File: src/rtl/cpu_ctrl_pkg.sv
// Shared control encodings for the decode stage: ALU/AGU opcodes, function
// codes, flag bit positions and the stage FSM state type.
package cpu_ctrl_pkg;

    typedef enum logic [1:0] {
        ST_RUN   = 2'd0,
        ST_STALL = 2'd1,
        ST_HALT  = 2'd2
    } state_t;

    localparam logic [3:0] ALU_SLL        = 4'd0;
    localparam logic [3:0] ALU_SRL        = 4'd1;
    localparam logic [3:0] ALU_SRA        = 4'd2;
    localparam logic [3:0] ALU_SIGNED_ADD = 4'd3;
    localparam logic [3:0] ALU_ADD        = 4'd4;
    localparam logic [3:0] ALU_SUB        = 4'd5;
    localparam logic [3:0] ALU_AND        = 4'd6;
    localparam logic [3:0] ALU_OR         = 4'd7;
    localparam logic [3:0] ALU_XOR        = 4'd8;
    localparam logic [3:0] ALU_NOR        = 4'd9;
    localparam logic [3:0] ALU_SLT        = 4'd10;
    localparam logic [3:0] ALU_SHIFT_LEFT = ALU_SLL;

    localparam logic [2:0] AGU_REG    = 3'b000;
    localparam logic [2:0] AGU_MEM    = 3'b001;
    localparam logic [2:0] AGU_BRANCH = 3'b010;
    localparam logic [2:0] AGU_JUMP   = 3'b011;

    localparam logic [1:0] SRC_A_PC  = 2'b00;
    localparam logic [1:0] SRC_A_REG = 2'b01;
    localparam logic [1:0] SRC_A_IMM = 2'b11;

    localparam logic [5:0] FN_SLL  = 6'b000000;
    localparam logic [5:0] FN_SRL  = 6'b000010;
    localparam logic [5:0] FN_SRA  = 6'b000011;
    localparam logic [5:0] FN_SLLV = 6'b000100;
    localparam logic [5:0] FN_SRLV = 6'b000110;
    localparam logic [5:0] FN_SRAV = 6'b000111;
    localparam logic [5:0] FN_ADD  = 6'b100001;
    localparam logic [5:0] FN_SUB  = 6'b100011;
    localparam logic [5:0] FN_AND  = 6'b100100;
    localparam logic [5:0] FN_OR   = 6'b100101;
    localparam logic [5:0] FN_XOR  = 6'b100110;
    localparam logic [5:0] FN_NOR  = 6'b100111;
    localparam logic [5:0] FN_SLT  = 6'b101010;

    localparam logic [2:0] IMM_ADD = 3'b000;
    localparam logic [2:0] IMM_SLT = 3'b010;
    localparam logic [2:0] IMM_AND = 3'b100;
    localparam logic [2:0] IMM_OR  = 3'b101;
    localparam logic [2:0] IMM_XOR = 3'b110;
    localparam logic [2:0] IMM_LUI = 3'b111;

    localparam int FLAGS_W          = 12;
    localparam int FLAG_PC_MODIFY   = 11;
    localparam int FLAG_LINK_RET    = 10;
    localparam int FLAG_ADDR_HI     = 9;
    localparam int FLAG_ADDR_LO     = 8;
    localparam int FLAG_CMP         = 7;
    localparam int FLAG_EQUAL       = 6;
    localparam int FLAG_INMEDIATE   = 5;
    localparam int FLAG_MEM_OP      = 4;
    localparam int FLAG_MEM_TYPE    = 3;
    localparam int FLAG_MEM_SIZE_HI = 2;
    localparam int FLAG_MEM_SIZE_LO = 1;
    localparam int FLAG_UNSIGN      = 0;

endpackage

File: src/rtl/ctrl_decode.sv
// Combinational instruction decoder: maps function code and flags to one
// control word. Illegal encodings zero every control field.
module ctrl_decode
    import cpu_ctrl_pkg::*;
#(
    parameter int REG_ADDR_W = 5,
    parameter int ALU_OP_W   = 4,
    parameter int AGU_OP_W   = 3
) (
    input  logic [5:0]            funct,
    input  logic [REG_ADDR_W-1:0] rt,
    input  logic [REG_ADDR_W-1:0] rd,
    input  logic [FLAGS_W-1:0]    flags,
    output logic                  alu_en,
    output logic [1:0]            src_a,
    output logic                  src_b,
    output logic [ALU_OP_W-1:0]   alu_op,
    output logic                  agu_en,
    output logic [AGU_OP_W-1:0]   agu_op,
    output logic                  make_jump,
    output logic                  wb_en,
    output logic [REG_ADDR_W-1:0] wb_reg,
    output logic                  imm_sext,
    output logic                  illegal
);

    logic [3:0] op;
    logic [2:0] agu;
    logic [1:0] addr_type;
    logic       unused_flags;

    assign addr_type    = flags[FLAG_ADDR_HI:FLAG_ADDR_LO];
    assign unused_flags = ^{flags[FLAG_EQUAL], flags[FLAG_MEM_SIZE_HI:FLAG_MEM_SIZE_LO],
                            flags[FLAG_UNSIGN]};

    always_comb begin
        alu_en    = 1'b0;
        src_a     = SRC_A_PC;
        src_b     = 1'b0;
        op        = '0;
        agu_en    = 1'b0;
        agu       = AGU_REG;
        make_jump = 1'b0;
        wb_en     = 1'b0;
        wb_reg    = '0;
        imm_sext  = 1'b0;
        illegal   = 1'b0;

        if (flags[FLAG_MEM_OP]) begin
            agu_en = 1'b1;
            agu    = AGU_MEM;
            wb_en  = ~flags[FLAG_MEM_TYPE];
            wb_reg = rt;
        end else if (flags[FLAG_PC_MODIFY] && flags[FLAG_CMP]) begin
            alu_en    = 1'b1;
            op        = ALU_SUB;
            src_a     = SRC_A_REG;
            agu_en    = 1'b1;
            agu       = AGU_BRANCH;
            make_jump = 1'b1;
        end else if (flags[FLAG_PC_MODIFY] && (addr_type == 2'b00 || addr_type == 2'b01)) begin
            agu_en    = 1'b1;
            agu       = (addr_type == 2'b00) ? AGU_REG : AGU_JUMP;
            make_jump = 1'b1;
            // Linking jumps compute the return address through the ALU.
            if (flags[FLAG_LINK_RET]) begin
                alu_en = 1'b1;
                op     = ALU_ADD;
                src_a  = SRC_A_PC;
                wb_en  = 1'b1;
                wb_reg = (addr_type == 2'b00) ? rd : REG_ADDR_W'(31);
            end
        end else if (flags[FLAG_INMEDIATE]) begin
            alu_en = 1'b1;
            src_a  = SRC_A_IMM;
            wb_en  = 1'b1;
            wb_reg = rt;
            case (funct[2:0])
                IMM_ADD: begin op = ALU_SIGNED_ADD; imm_sext = 1'b1; end
                IMM_SLT: begin op = ALU_SLT;        imm_sext = 1'b1; end
                IMM_AND: op = ALU_AND;
                IMM_OR:  op = ALU_OR;
                IMM_XOR: op = ALU_XOR;
                IMM_LUI: op = ALU_SHIFT_LEFT;
                default: illegal = 1'b1;
            endcase
        end else begin
            alu_en = 1'b1;
            src_a  = SRC_A_REG;
            wb_en  = 1'b1;
            wb_reg = rd;
            case (funct)
                FN_SLL:  begin op = ALU_SLL; src_b = 1'b1; end
                FN_SRL:  begin op = ALU_SRL; src_b = 1'b1; end
                FN_SRA:  begin op = ALU_SRA; src_b = 1'b1; end
                FN_SLLV: op = ALU_SLL;
                FN_SRLV: op = ALU_SRL;
                FN_SRAV: op = ALU_SRA;
                FN_ADD:  op = ALU_ADD;
                FN_SUB:  op = ALU_SUB;
                FN_AND:  op = ALU_AND;
                FN_OR:   op = ALU_OR;
                FN_XOR:  op = ALU_XOR;
                FN_NOR:  op = ALU_NOR;
                FN_SLT:  op = ALU_SLT;
                default: illegal = 1'b1;
            endcase
        end

        if (wb_reg == '0) wb_en = 1'b0;

        if (illegal) begin
            alu_en    = 1'b0;
            src_a     = '0;
            src_b     = 1'b0;
            op        = '0;
            agu_en    = 1'b0;
            agu       = '0;
            make_jump = 1'b0;
            wb_en     = 1'b0;
            wb_reg    = '0;
            imm_sext  = 1'b0;
        end
    end

    assign alu_op = ALU_OP_W'(op);
    assign agu_op = AGU_OP_W'(agu);

endmodule

File: src/rtl/decode_ctrl_stage.sv
// Decode pipeline stage: load-use stall, illegal-instruction halt and a
// registered control word with valid/ready flow control.
module decode_ctrl_stage
    import cpu_ctrl_pkg::*;
#(
    parameter int REG_ADDR_W      = 5,
    parameter int ALU_OP_W        = 4,
    parameter int AGU_OP_W        = 3,
    parameter bit HALT_ON_ILLEGAL = 1'b1
) (
    input  logic                  i_clk,
    input  logic                  i_rst_n,
    input  logic                  i_valid,
    output logic                  o_ready,
    input  logic [5:0]            i_funct,
    input  logic [REG_ADDR_W-1:0] i_rs,
    input  logic [REG_ADDR_W-1:0] i_rt,
    input  logic [REG_ADDR_W-1:0] i_rd,
    input  logic [FLAGS_W-1:0]    i_flags,
    input  logic                  i_ex_load,
    input  logic [REG_ADDR_W-1:0] i_ex_rt,
    input  logic                  i_flush,
    input  logic                  i_resume,
    output logic                  o_valid,
    input  logic                  i_out_ready,
    output logic                  o_alu_en,
    output logic [1:0]            o_alu_src_a,
    output logic                  o_alu_src_b,
    output logic [ALU_OP_W-1:0]   o_alu_op,
    output logic                  o_agu_en,
    output logic [AGU_OP_W-1:0]   o_agu_op,
    output logic                  o_make_jump,
    output logic                  o_wb_en,
    output logic [REG_ADDR_W-1:0] o_wb_reg,
    output logic                  o_imm_sext,
    output logic                  o_illegal,
    output logic                  o_stall
);

    state_t state, state_nxt;
    logic   load_en, accept, hazard, hold_load, issue, bubble, in_stall;

    logic [5:0]            held_funct, dec_funct;
    logic [REG_ADDR_W-1:0] held_rt, held_rd, dec_rt, dec_rd;
    logic [FLAGS_W-1:0]    held_flags, dec_flags;

    logic                  d_alu_en, d_src_b, d_agu_en, d_make_jump, d_wb_en, d_imm_sext, d_illegal;
    logic [1:0]            d_src_a;
    logic [ALU_OP_W-1:0]   d_alu_op;
    logic [AGU_OP_W-1:0]   d_agu_op;
    logic [REG_ADDR_W-1:0] d_wb_reg;

    assign load_en  = ~o_valid | i_out_ready;
    assign o_ready  = (state == ST_RUN) & load_en;
    assign accept   = i_valid & o_ready;
    assign hazard   = i_ex_load & (i_ex_rt != '0) & ((i_ex_rt == i_rs) | (i_ex_rt == i_rt));
    assign in_stall = (state == ST_STALL);

    // The held instruction is decoded while the bubble drains.
    assign dec_funct = in_stall ? held_funct : i_funct;
    assign dec_rt    = in_stall ? held_rt    : i_rt;
    assign dec_rd    = in_stall ? held_rd    : i_rd;
    assign dec_flags = in_stall ? held_flags : i_flags;

    ctrl_decode #(
        .REG_ADDR_W (REG_ADDR_W),
        .ALU_OP_W   (ALU_OP_W),
        .AGU_OP_W   (AGU_OP_W)
    ) u_decode (
        .funct     (dec_funct),
        .rt        (dec_rt),
        .rd        (dec_rd),
        .flags     (dec_flags),
        .alu_en    (d_alu_en),
        .src_a     (d_src_a),
        .src_b     (d_src_b),
        .alu_op    (d_alu_op),
        .agu_en    (d_agu_en),
        .agu_op    (d_agu_op),
        .make_jump (d_make_jump),
        .wb_en     (d_wb_en),
        .wb_reg    (d_wb_reg),
        .imm_sext  (d_imm_sext),
        .illegal   (d_illegal)
    );

    always_comb begin
        state_nxt = state;
        hold_load = 1'b0;
        issue     = 1'b0;
        bubble    = 1'b0;
        if (i_flush) begin
            state_nxt = ST_RUN;
        end else begin
            unique case (state)
                ST_RUN: begin
                    if (accept && hazard) begin
                        hold_load = 1'b1;
                        bubble    = 1'b1;
                        state_nxt = ST_STALL;
                    end else if (accept) begin
                        issue = 1'b1;
                        if (HALT_ON_ILLEGAL && d_illegal) state_nxt = ST_HALT;
                    end
                end
                ST_STALL: begin
                    if (load_en) begin
                        issue     = 1'b1;
                        state_nxt = (HALT_ON_ILLEGAL && d_illegal) ? ST_HALT : ST_RUN;
                    end
                end
                ST_HALT: if (i_resume) state_nxt = ST_RUN;
                default: state_nxt = ST_RUN;
            endcase
        end
    end

    always_ff @(posedge i_clk or negedge i_rst_n) begin
        if (!i_rst_n) state <= ST_RUN;
        else          state <= state_nxt;
    end

    always_ff @(posedge i_clk) begin
        if (hold_load) begin
            held_funct <= i_funct;
            held_rt    <= i_rt;
            held_rd    <= i_rd;
            held_flags <= i_flags;
        end
    end

    // Output register; a flush forces issue/bubble low and so loads an empty word.
    always_ff @(posedge i_clk or negedge i_rst_n) begin
        if (!i_rst_n) begin
            o_valid     <= 1'b0;
            o_stall     <= 1'b0;
            o_illegal   <= 1'b0;
            o_alu_en    <= 1'b0;
            o_alu_src_a <= '0;
            o_alu_src_b <= 1'b0;
            o_alu_op    <= '0;
            o_agu_en    <= 1'b0;
            o_agu_op    <= '0;
            o_make_jump <= 1'b0;
            o_wb_en     <= 1'b0;
            o_wb_reg    <= '0;
            o_imm_sext  <= 1'b0;
        end else if (i_flush || load_en) begin
            o_valid     <= issue | bubble;
            o_stall     <= bubble;
            o_illegal   <= issue & d_illegal;
            o_alu_en    <= issue & d_alu_en;
            o_alu_src_a <= issue ? d_src_a : '0;
            o_alu_src_b <= issue & d_src_b;
            o_alu_op    <= issue ? d_alu_op : '0;
            o_agu_en    <= issue & d_agu_en;
            o_agu_op    <= issue ? d_agu_op : '0;
            o_make_jump <= issue & d_make_jump;
            o_wb_en     <= issue & d_wb_en;
            o_wb_reg    <= issue ? d_wb_reg : '0;
            o_imm_sext  <= issue & d_imm_sext;
        end
    end

endmodule

File: config.mk
export PLATFORM = sky130hd
export DESIGN_NAME = decode_ctrl_stage
export DESIGN_NICKNAME = d
export VERILOG_FILES = /design/src/rtl/cpu_ctrl_pkg.sv /design/src/rtl/ctrl_decode.sv /design/src/rtl/decode_ctrl_stage.sv
export SDC_FILE = /design/constraint.sdc
export NUM_CORES = 1
export LEC_CHECK = 0
export ABC_AREA = 1
export BUFFER_PORTS_ARGS = -buffer_cell sky130_fd_sc_hd__buf_2
export CELL_PAD_IN_SITES_DETAIL_PLACEMENT = 1
export CELL_PAD_IN_SITES_GLOBAL_PLACEMENT = 2
export CORE_MARGIN = 2
export CORE_UTILIZATION = 30
export DETAILED_ROUTE_END_ITERATION = 12
export PLACE_DENSITY_LB_ADDON = 0.1
export RECOVER_POWER = 100
export SLEW_MARGIN = 20
export SYNTH_ARGS = -nofsm -noshare
export SYNTH_HDL_FRONTEND = slang
export SYNTH_SLANG_ARGS = --single-unit
File: constraint.sdc
create_clock -name i_clk -period 2.75 [get_ports i_clk]
set_clock_uncertainty 0.15 [all_clocks]
set_input_delay 0.55 -clock i_clk [delete_from_list [all_inputs] [get_ports i_clk]]
set_output_delay 0.55 -clock i_clk [all_outputs]
set_load 0.005 [all_outputs]
==> results of run 1 <==
[logic make-up (layout without fill, tap and decap cells)]
kind of cell	count (synthesis)	count (layout)
AND/OR/NAND/NOR	232	232
buffers and inverters	55	132
flip-flops	48	48
AO/OA/AOI/OAI	46	46
XOR/XNOR	8	8
other	1	1
[cell type report]
cell class | count | share of cell area, %
clock buffers | 7 | 3.08
inverters | 44 | 4.73
clock inverters | 1 | 0.251
repair buffers | 80 | 11.2
flip-flops and latches | 48 | 37.9
multi-input cells | 287 | 38.2
well taps | 129 | 4.63
[metrics by stage]
step / hold slack (ns) / std cells
after detailed placement: 0.316 / 588
after floorplan: 0.104 / 390
after CTS: 0.0884 / 596
after global routing: 0.269 / 596
final: 0.285 / 596
after global placement: 0.312 / 588
[synth_stat cells, drive strengths merged]
cell type,n
inv,44
o32ai,1
o21ai,30
a22o,1
edfxtp,24
nand3,41
a21oi,10
nand2,145
nand3b,2
xnor2,2
clkbuf,2
dfrtp,24
nor4,1
buf,9
xor2,6
o31ai,3
conb,1
nand4,3
nor2,38
nor3,2
o21bai,1
[worst max-delay path by stage]
stage,start,to,slack (ns)
floorplan,i_ex_rt[1],held_flags[10],0.61
CTS,state[1],o_wb_reg[3],0.38
finish,state[1],o_alu_op[1],0.37
detailed placement,state[1],o_wb_reg[3],0.42
global placement,state[1],o_alu_op[1],0.43
global route,state[1],o_wb_reg[2],0.09
[layer usage]
metal | track usage [%] | vias up | routed length, um
met3 | 2.26 | 2 | 267
met2 | 30.7 | 49 | 4210
li1 | - | 1403 | -
met5 | 0 | - | 0
met4 | 3.08 | 0 | 40
met1 | 22.4 | 1313 | 3810
[worst register-to-register path, delay by kind of cell (launching register included)]
family	cells	cell delay [ns]
DFF	1	0.44
AOI/OAI and AO/OA	3	0.43
buffers and inverters	2	0.39
and+or+nand+nor	7	0.91
[power by group through the flow]
stage,Clock [mW],Sequential (mW),Combinational (mW)
2_1_floorplan,0,0.798,0.167
3_3_place_gp,0,0.796,0.294
3_5_place_dp,0,0.797,0.299
4_1_cts,0.533,0.782,0.300
5_1_grt,0.564,0.784,0.329
6_report,0.513,0.781,0.284
==> out/qor.csv, run 1 <==
stage,metric,value,unit
setup_path,crit-path max FO,16,
logic_synthesis,mapped cell area,2900,sq um
final_layout,area taken by multi-input logic gates,1330,sq um
power_and_ir_drop,Leak,1.73,nW
clock_network,H-tree depth,2,
setup_path,Critical Path RT,2.83,ns
final_layout,fill count,1221,
sta,min Tclk post-route,2.38,ns
clock_network,cts-stage hold buffer count,0,
route,DR pass1 iterations,4,
power_and_ir_drop,P_int,1.13,mW
final_layout,FF+latch area,1320,sq um
power_and_ir_drop,maximum vdd drop,190,uV
place,Setup WS pre-CTS,0.417,ns
status,outcome,"finished, final reports clean",
power_and_ir_drop,Sequential Power Share,49.5,%
clock_network,number of CTS-inserted buffers,5,
logic_synthesis,Ys Warns,0,
route,DR vias/cell,4.64,
worst_hold_path,hold wc startpoint,i_funct[0],
setup_path,"Largest delay share family, worst path",simple AND/OR/NAND/NOR gates,
clock_network,CTS Sinks,48,
clock_network,clk buf depth,2,
final_layout,Inserted Diodes,0,
setup_path,critical path cell sequence,inv_2 > nand2_1 > buf_4 > nand2_1 > nand2_1 > a21oi_1 > nand2_1 > nor2_2 > o21ai_0 > nor2_1 > nand2_1 > o21ai_1,
setup_path,startpoint types,flip-flop,
global_routing,largest net degree at the start of global routing,25,
logic_synthesis,top-area cell type share of the netlist area,24.9,%
clock_network,TritonCTS clock tree,done,
route,Final ANT Viol Nets,0,
setup_path,Worst path slowest cell,dfrtp_1,
logic_synthesis,Synth Area in XOR/XNOR,2.42,%
sta,relative slew slack,11.2,%
sta,Slew Limit Fails,0,
power_and_ir_drop,Final Power,1.58,mW
final_layout,# nets final,511,
floorplanning,Die H,102,um
final_layout,Util after Layout,37.6,%
route,DRC,0,
setup_path,Buf/Inv on CP,2,
floorplanning,Initial Util,31.2,%
final_layout,max reg flops,8,
floorplanning,Die Footprint,10500,sq um
setup_path,FF-to-FF path depth,12,
global_routing,via count of the first global-routing pass,2806,
global_routing,global-route wire length before repair,14.0,mm
logic_synthesis,post-synthesis compound-gate area fraction,9.72,%
final_layout,area grow syn2layout,20.4,%
setup_path,CP max stage delay,0.44,ns
sta,Slew @ Worst Pin,1.33,ns
setup_path,most frequent CP cell,nand2_1,
final_layout,Reg with most FFs,held_flags,
setup_path,Worst Path Arrival,2.46,ns
clock_network,CTS clock-pin slew for the worst setup and hold paths,0.10,ns
setup_path,r2r setup slk,0.37,ns
floorplanning,width of the die,102,um
power_and_ir_drop,clock share of power,32.5,%
logic_synthesis,syn nets,435,
worst_hold_path,hold path cells,1,
logic_synthesis,largest family of logic cells by synthesized area,simple AND/OR/NAND/NOR gates,
setup_path,Critical Path End Type,flip-flop,
final_layout,biggest regs,"held_flags x8, held_funct x6",
setup_path,CP Class,flip-flop to flip-flop,
global_routing,GRT Total Usage,17.2,%
sta,Tcrit/Tclk final,86.6,%
worst_hold_path,Hold Path End,held_funct[0],
power_and_ir_drop,P_sw,0.445,mW
sta,Final setup viols,0,
final_layout,layout cell share with drive strength beyond 1,15.4,%
flow_run,maxcap violations,0,
clock_network,later-pin clock latency in the skew report,0.30,ns
place,hpwl dp,6.57,mm
clock_network,buffer type at the clock tree root,clkbuf_8,
route,DR WL/cell,14.0,um
logic_synthesis,Mean Syn Cell Area,7.43,sq um
power_and_ir_drop,switch share,28.2,%
route,total wire length,8.32,mm
logic_synthesis,mux cell area share after synthesis,0,%
setup_path,R2R Path Start,state[1],
logic_synthesis,register area share after synthesis,45.6,%
sta,Highest Clock Rate,420,MHz
logic_synthesis,Post-Syn Instances,390,
setup_path,reg2reg end,o_alu_op[1],
route,Via Count,2767,
logic_synthesis,distinct cell type count of the synthesized netlist,32,
floorplanning,Ports,69,
place,Final GP Congestion,0.791,
power_and_ir_drop,Cell Pwr Density,453,nW/um^2
power_and_ir_drop,Comb pwr share,18.0,%
logic_synthesis,Synth Area in Simple Gates,34.0,%
sta,RSZ-0062 raised after global routing,false,
sta,setup ws final,0.369,ns
place,Buffers on Ports,63,
worst_hold_path,worst hold path class,primary input to flip-flop,
sta,setup TNS,0,ns
sta,final hold violations,0,
final_layout,"commonest non-fill, non-tap cells in the layout","nand2_1, inv_1, nand3_1",
floorplanning,Core Area,9280,sq um
final_layout,"commonest non-fill, non-tap cell in the layout",nand2_1,
global_routing,GRT Residual Overflow,0,
clock_network,post-CTS setup buffers,0,
global_routing,initial antenna violation count,0,
floorplanning,Site Rows,35,
clock_network,post-cts gate resize count,0,
logic_synthesis,top post-synthesis cells by area,"edfxtp_1, dfrtp_1, nand2_1",
final_layout,fin area,3490,sq um
logic_synthesis,"FF+latch count, synth",48,
setup_path,WP depth,12,
logic_synthesis,Yosys top cell by area,edfxtp_1,
place,Post-DP Area,3440,sq um
route,DR iter-0 viols,90,
logic_synthesis,Post-Synth Adder-Cell Area,0,%
Power figures use the tool's default switching activity.
==> inputs of run 2 (changes only) <==
Settings changed: CORE_UTILIZATION 30 to 31, CTS_BUF_LIST set to sky130_fd_sc_hd__clkbuf_2 sky130_fd_sc_hd__clkbuf_4 sky130_fd_sc_hd__clkbuf_8.
==> run 2 against run 1 <==
  * Critical path depth grew 2
  * Hold slack improved by 0.00090 ns
  * Critical path type unchanged
  * Die area down 3.1%
==> out/qor.csv, run 2 (same netlist as run 1, synthesis figures left out) <==
stage,metric,value,unit,change
sta,Final setup viols,0,,unchanged
setup_path,Buf/Inv on CP,2,,unchanged
global_routing,GRT Residual Overflow,0,,unchanged
power_and_ir_drop,Cell Pwr Density,436,nW/um^2,-3.7%
final_layout,biggest regs,"held_flags x8, held_funct x6",,
sta,Highest Clock Rate,419,MHz,-0.18%
setup_path,CP Class,flip-flop to flip-flop,,
sta,final hold violations,0,,unchanged
place,Final GP Congestion,0.779,,-1.5%
sta,RSZ-0062 raised after global routing,false,,
route,Final ANT Viol Nets,0,,unchanged
clock_network,post-CTS setup buffers,0,,unchanged
route,DRC,0,,unchanged
final_layout,fill count,1204,,-1.4%
sta,setup TNS,0,ns,unchanged
final_layout,Inserted Diodes,0,,unchanged
floorplanning,width of the die,101,um,-1.6%
global_routing,global-route wire length before repair,13.8,mm,-1.3%
sta,Slew @ Worst Pin,1.36,ns,+0.0299 ns
clock_network,later-pin clock latency in the skew report,0.31,ns,about the same
flow_run,maxcap violations,0,,unchanged
final_layout,Reg with most FFs,held_flags,,
route,DR iter-0 viols,91,,+1.1%
status,outcome,"finished, final reports clean",,
route,DR vias/cell,4.76,,+2.6%
power_and_ir_drop,P_int,1.06,mW,-6.4%
clock_network,number of CTS-inserted buffers,5,,unchanged
place,Post-DP Area,3460,sq um,+0.58%
global_routing,GRT Total Usage,17.3,%,+0.19 points
floorplanning,Die H,101,um,-1.6%
power_and_ir_drop,clock share of power,29.4,%,-3.1 points
setup_path,Worst path slowest cell,dfrtp_1,,
setup_path,Critical Path End Type,flip-flop,,
power_and_ir_drop,Leak,1.76,nW,+1.6%
final_layout,"commonest non-fill, non-tap cells in the layout","nand2_1, inv_1, nand3_1",,
route,DR WL/cell,14.2,um,+1.4%
setup_path,critical path cell sequence,inv_1 > nand2_1 > buf_4 > nand2_1 > nand2_1 > nor2_1 > nand3_1 > nand2_1 > nor2_1 > nand2_1 > nand2_1 > nand2_4 > nand3_1 > o21bai_1,,
worst_hold_path,hold wc startpoint,i_rd[0],,
sta,min Tclk post-route,2.39,ns,+0.00418 ns
final_layout,layout cell share with drive strength beyond 1,16.8,%,+1.4 points
setup_path,Worst Setup SP,state[1],,
final_layout,area grow syn2layout,20.3,%,about the same
power_and_ir_drop,Comb pwr share,19.1,%,+1.1 points
sta,Tcrit/Tclk final,86.7,%,+0.15 points
floorplanning,Site Rows,35,,unchanged
power_and_ir_drop,P_sw,0.458,mW,+2.9%
global_routing,initial antenna violation count,0,,unchanged
worst_hold_path,worst hold path class,primary input to flip-flop,,
route,DR pass1 iterations,4,,unchanged
final_layout,Util after Layout,38.1,%,+0.51 points
final_layout,max reg flops,8,,unchanged
place,hpwl dp,6.52,mm,-0.77%
global_routing,via count of the first global-routing pass,2899,,+3.3%
clock_network,TritonCTS clock tree,done,,
setup_path,startpoint types,flip-flop,,
final_layout,# nets final,515,,+0.78%
setup_path,crit-path max FO,8,,-8
place,Buffers on Ports,63,,unchanged
power_and_ir_drop,maximum vdd drop,163,uV,-14%
setup_path,Worst Path Arrival,2.47,ns,about the same
clock_network,H-tree depth,2,,unchanged
final_layout,"commonest non-fill, non-tap cell in the layout",nand2_1,,
clock_network,cts-stage hold buffer count,0,,unchanged
sta,Slew Limit Fails,0,,unchanged
floorplanning,Core Area,9150,sq um,-1.4%
floorplanning,Initial Util,31.6,%,+0.45 points
clock_network,clk buf depth,2,,unchanged
setup_path,most frequent CP cell,nand2_1,,
final_layout,fin cells,582,,-2.3%
place,placed instance count,574,,-2.4%
power_and_ir_drop,switch share,30.2,%,+2.0 points
route,total wire length,8.24,mm,-0.99%
setup_path,Critical Path RT,2.83,ns,about the same
clock_network,post-cts gate resize count,0,,unchanged
floorplanning,Die Footprint,10100,sq um,-3.1%
power_and_ir_drop,Sequential Power Share,51.4,%,+1.9 points
sta,relative slew slack,9.21,%,-2.0 points
setup_path,CP max stage delay,0.44,ns,about the same
floorplanning,Ports,69,,unchanged
setup_path,R2R Path Start,state[1],,
global_routing,largest net degree at the start of global routing,27,,+8.0%
clock_network,buffer type at the clock tree root,clkbuf_8,,
final_layout,fin area,3490,sq um,about the same
clock_network,CTS clock-pin slew for the worst setup and hold paths,0.11,ns,about the same
route,Via Count,2771,,+0.14%
clock_network,CTS Sinks,48,,unchanged
setup_path,"Largest delay share family, worst path",simple AND/OR/NAND/NOR gates,,
-- run 2: cell types whose count changed in the layout (fill, tap and decap cells not counted), sizes merged --
cell / delta
buf: +8
inv: +2
clkbuf: -6
-- run 2: layout make-up --
class | count | area [sq um] | area share (%)
flip-flops and latches | 48 | 1320 | 37.9
well taps | 111 | 139 | 3.98
inverters | 44 | 165 | 4.74
multi-input cells | 287 | 1330 | 38.2
repair buffers | 84 | 439 | 12.6
clock inverters | 3 | 20.0 | 0.574
clock buffers | 5 | 68.8 | 1.97
-- run 2: metrics by stage --
step / total power, mW / hold WS [ns] / worst slack [ns]
2_1_floorplan: 0.965 / 0.104 / 0.612
3_3_place_gp: 1.10 / 0.310 / 0.514
3_5_place_dp: 1.10 / 0.318 / 0.487
4_1_cts: 1.56 / 0.0828 / 0.452
5_1_grt: 1.61 / 0.271 / 0.131
6_report: 1.52 / 0.286 / 0.365
-- run 2: worst paths after layout --
check                               to  cells past startpoint  slack (ns)
max in group asynchronous  o_wb_reg[4]                      1        1.27
max reg2reg                    o_wb_en                     14        0.36
max                            o_wb_en                     14        0.36
min in group asynchronous  o_alu_src_b                      1        0.36
min                         held_rd[0]                      1        0.29
min reg2reg                o_wb_reg[3]                      2        0.34
-- run 2: power by group through the flow --
stage | logic (mW) | registers, mW | clock network (mW)
after floorplan | 0.167 | 0.798 | 0
after global placement | 0.299 | 0.796 | 0
after detailed placement | 0.304 | 0.797 | 0
after CTS | 0.305 | 0.782 | 0.469
after global routing | 0.334 | 0.784 | 0.490
final | 0.290 | 0.781 | 0.447
-- run 2: layer usage --
metal	vias to the layer above	share of wire (%)	global-route usage (%)
met5	-	0	0
met4	0	1.8	5.37
met3	13	3.0	2.50
met2	60	48	30.5
met1	1290	47	21.9
li1	1408	-	-
==> inputs of run 3 (changes only) <==
Settings changed: REMOVE_ABC_BUFFERS set to 1.
==> run 3 against run 2 <==
  * Critical path depth unchanged
  * Global-route usage increased by 0.65 points
  * Core utilization decreased by 0.41 points
  * Critical path type unchanged
  * Critical endpoint is now o_wb_reg[2]
  * Largest cell class unchanged
  * Largest power group unchanged
==> out/qor.csv, run 3 (same netlist as run 1, synthesis figures left out) <==
stage,metric,value,unit,change
route,DR pass1 iterations,4,,unchanged
clock_network,CTS clock-pin slew for the worst setup and hold paths,0.10,ns,about the same
floorplanning,Ports,69,,unchanged
clock_network,TritonCTS clock tree,done,,
power_and_ir_drop,maximum vdd drop,234,uV,+44%
global_routing,GRT Total Usage,18.0,%,+0.65 points
place,Final GP Congestion,0.792,,+1.6%
final_layout,biggest regs,"held_flags x8, held_funct x6",,
place,hpwl dp,6.42,mm,-1.5%
setup_path,Critical Path RT,2.83,ns,about the same
route,DR iter-0 viols,60,,-34%
floorplanning,Initial Util,31.6,%,unchanged
status,outcome,"finished, final reports clean",,
route,DR vias/cell,4.75,,-0.31%
global_routing,via count of the first global-routing pass,2823,,-2.6%
final_layout,max reg flops,8,,unchanged
route,Final ANT Viol Nets,0,,unchanged
power_and_ir_drop,Sequential Power Share,48.6,%,-2.8 points
worst_hold_path,worst hold path class,primary input to flip-flop,,
global_routing,initial antenna violation count,0,,unchanged
power_and_ir_drop,Comb pwr share,17.4,%,-1.7 points
place,Post-DP Area,3410,sq um,-1.7%
final_layout,# nets final,509,,-1.2%
sta,relative slew slack,8.29,%,-0.92 points
sta,Slew Limit Fails,0,,unchanged
final_layout,"commonest non-fill, non-tap cells in the layout","nand2_1, inv_1, nand3_1",,
clock_network,post-cts gate resize count,0,,unchanged
clock_network,buffer type at the clock tree root,clkbuf_8,,
clock_network,clk buf depth,2,,unchanged
clock_network,cts-stage hold buffer count,0,,unchanged
clock_network,post-CTS setup buffers,0,,unchanged
floorplanning,Core Area,9150,sq um,unchanged
setup_path,crit-path max FO,21,,+13
final_layout,"commonest non-fill, non-tap cell in the layout",nand2_1,,
sta,Tcrit/Tclk final,89.2,%,+2.4 points
place,Buffers on Ports,63,,unchanged
route,total wire length,8.48,mm,+2.9%
final_layout,layout cell share with drive strength beyond 1,15.5,%,-1.3 points
global_routing,GRT Residual Overflow,0,,unchanged
clock_network,later-pin clock latency in the skew report,0.31,ns,about the same
clock_network,H-tree depth,2,,unchanged
setup_path,startpoint types,flip-flop,,
sta,setup TNS,0,ns,unchanged
clock_network,number of CTS-inserted buffers,5,,unchanged
sta,final hold violations,0,,unchanged
sta,Slew @ Worst Pin,1.38,ns,+0.0138 ns
clock_network,CTS Sinks,48,,unchanged
global_routing,global-route wire length before repair,14.4,mm,+4.3%
sta,RSZ-0062 raised after global routing,false,,
final_layout,fin area,3450,sq um,-1.1%
floorplanning,Site Rows,35,,unchanged
floorplanning,width of the die,101,um,unchanged
setup_path,CP Class,flip-flop to flip-flop,,
setup_path,Critical Path End Type,flip-flop,,
final_layout,Reg with most FFs,held_flags,,
global_routing,largest net degree at the start of global routing,25,,-7.4%
flow_run,maxcap violations,0,,unchanged
route,DR WL/cell,14.7,um,+3.9%
power_and_ir_drop,Cell Pwr Density,467,nW/um^2,+7.1%
floorplanning,Die H,101,um,unchanged
power_and_ir_drop,P_sw,0.463,mW,+1.2%
power_and_ir_drop,Leak,1.73,nW,-1.6%
sta,min Tclk post-route,2.45,ns,+0.0669 ns
final_layout,area grow syn2layout,19.0,%,
power_and_ir_drop,P_int,1.15,mW,+8.0%
final_layout,Inserted Diodes,0,,unchanged
floorplanning,Die Footprint,10100,sq um,unchanged
power_and_ir_drop,clock share of power,34.0,%,+4.6 points
route,DRC,0,,unchanged
sta,Final setup viols,0,,unchanged
route,Via Count,2734,,-1.3%
setup_path,Worst Path Arrival,2.54,ns,+0.07 ns
power_and_ir_drop,switch share,28.8,%,-1.4 points
sta,Highest Clock Rate,408,MHz,-2.7%
-- run 3: path summary, 6_finish.rpt --
path	startpoint	end	slack, ns	cells past startpoint
worst max-delay path	state[1]	o_wb_reg[2]	0.30	14
worst min-delay path	i_resume	state[1]	0.27	2
worst max register to register	state[1]	o_wb_reg[2]	0.30	14
worst min register to register	o_wb_reg[0]	o_wb_reg[0]	0.33	2
max in group asynchronous	i_rst_n	o_wb_reg[3]	1.25	1
min in group asynchronous	i_rst_n	o_alu_src_b	0.38	1
-- run 3: critical path, stage by stage (launching register included) --
cell and delay, ns:
dfrtp_1 0.43, inv_1 0.11, nand2_2 0.27, clkbuf_4 0.26
nand2_1 0.05, nand2_1 0.10, nor2_1 0.21, nand3_1 0.16
nand2_1 0.09, nor2_1 0.04, nand2_1 0.06, nand2_1 0.08
nand2_4 0.13, nand2_4 0.09, o21ai_1 0.14
-- run 3: area by class of cell --
class | count | area, sq um
Clock buffer | 5 | 68.8
Sequential cell | 48 | 1320
Clock inverter | 3 | 45.0
Timing Repair Buffer | 78 | 382
Multi-Input combinational cell | 287 | 1330
Tap cell | 111 | 139
Fill cell | 1165 | 5700
Inverter | 44 | 165
-- run 3: per-layer routing --
| layer | vias to the layer above | global-route usage [%] | part of all wire [%] |
|---|---|---|---|
| met5 | - | 0 | 0 |
| met3 | 2 | 2.70 | 2.7 |
| met1 | 1292 | 24.9 | 49 |
| met2 | 43 | 30.1 | 47 |
| li1 | 1397 | - | - |
| met4 | 0 | 3.27 | 0.47 |
-- run 3: power groups by stage --
stage | Clock [mW] | Sequential, mW | Combinational [mW]
6_report | 0.547 | 0.781 | 0.280
5_1_grt | 0.589 | 0.784 | 0.324
4_1_cts | 0.562 | 0.782 | 0.295
3_5_place_dp | 0 | 0.797 | 0.295
3_3_place_gp | 0 | 0.797 | 0.289
2_1_floorplan | 0 | 0.798 | 0.162
-- run 3: through the flow --
step / power, mW / utilization (%) / setup WS, ns / instances / hold WS, ns
after global placement: 1.09 / 37.2 / 0.375 / 568 / 0.309
after global routing: 1.70 / 37.7 / 0.0416 / 576 / 0.258
after detailed placement: 1.09 / 37.2 / 0.316 / 568 / 0.317
after CTS: 1.64 / 38.5 / 0.282 / 576 / 0.0834
final: 1.61 / 37.7 / 0.298 / 576 / 0.273
after floorplan: 0.960 / - / 0.532 / 379 / 0.104
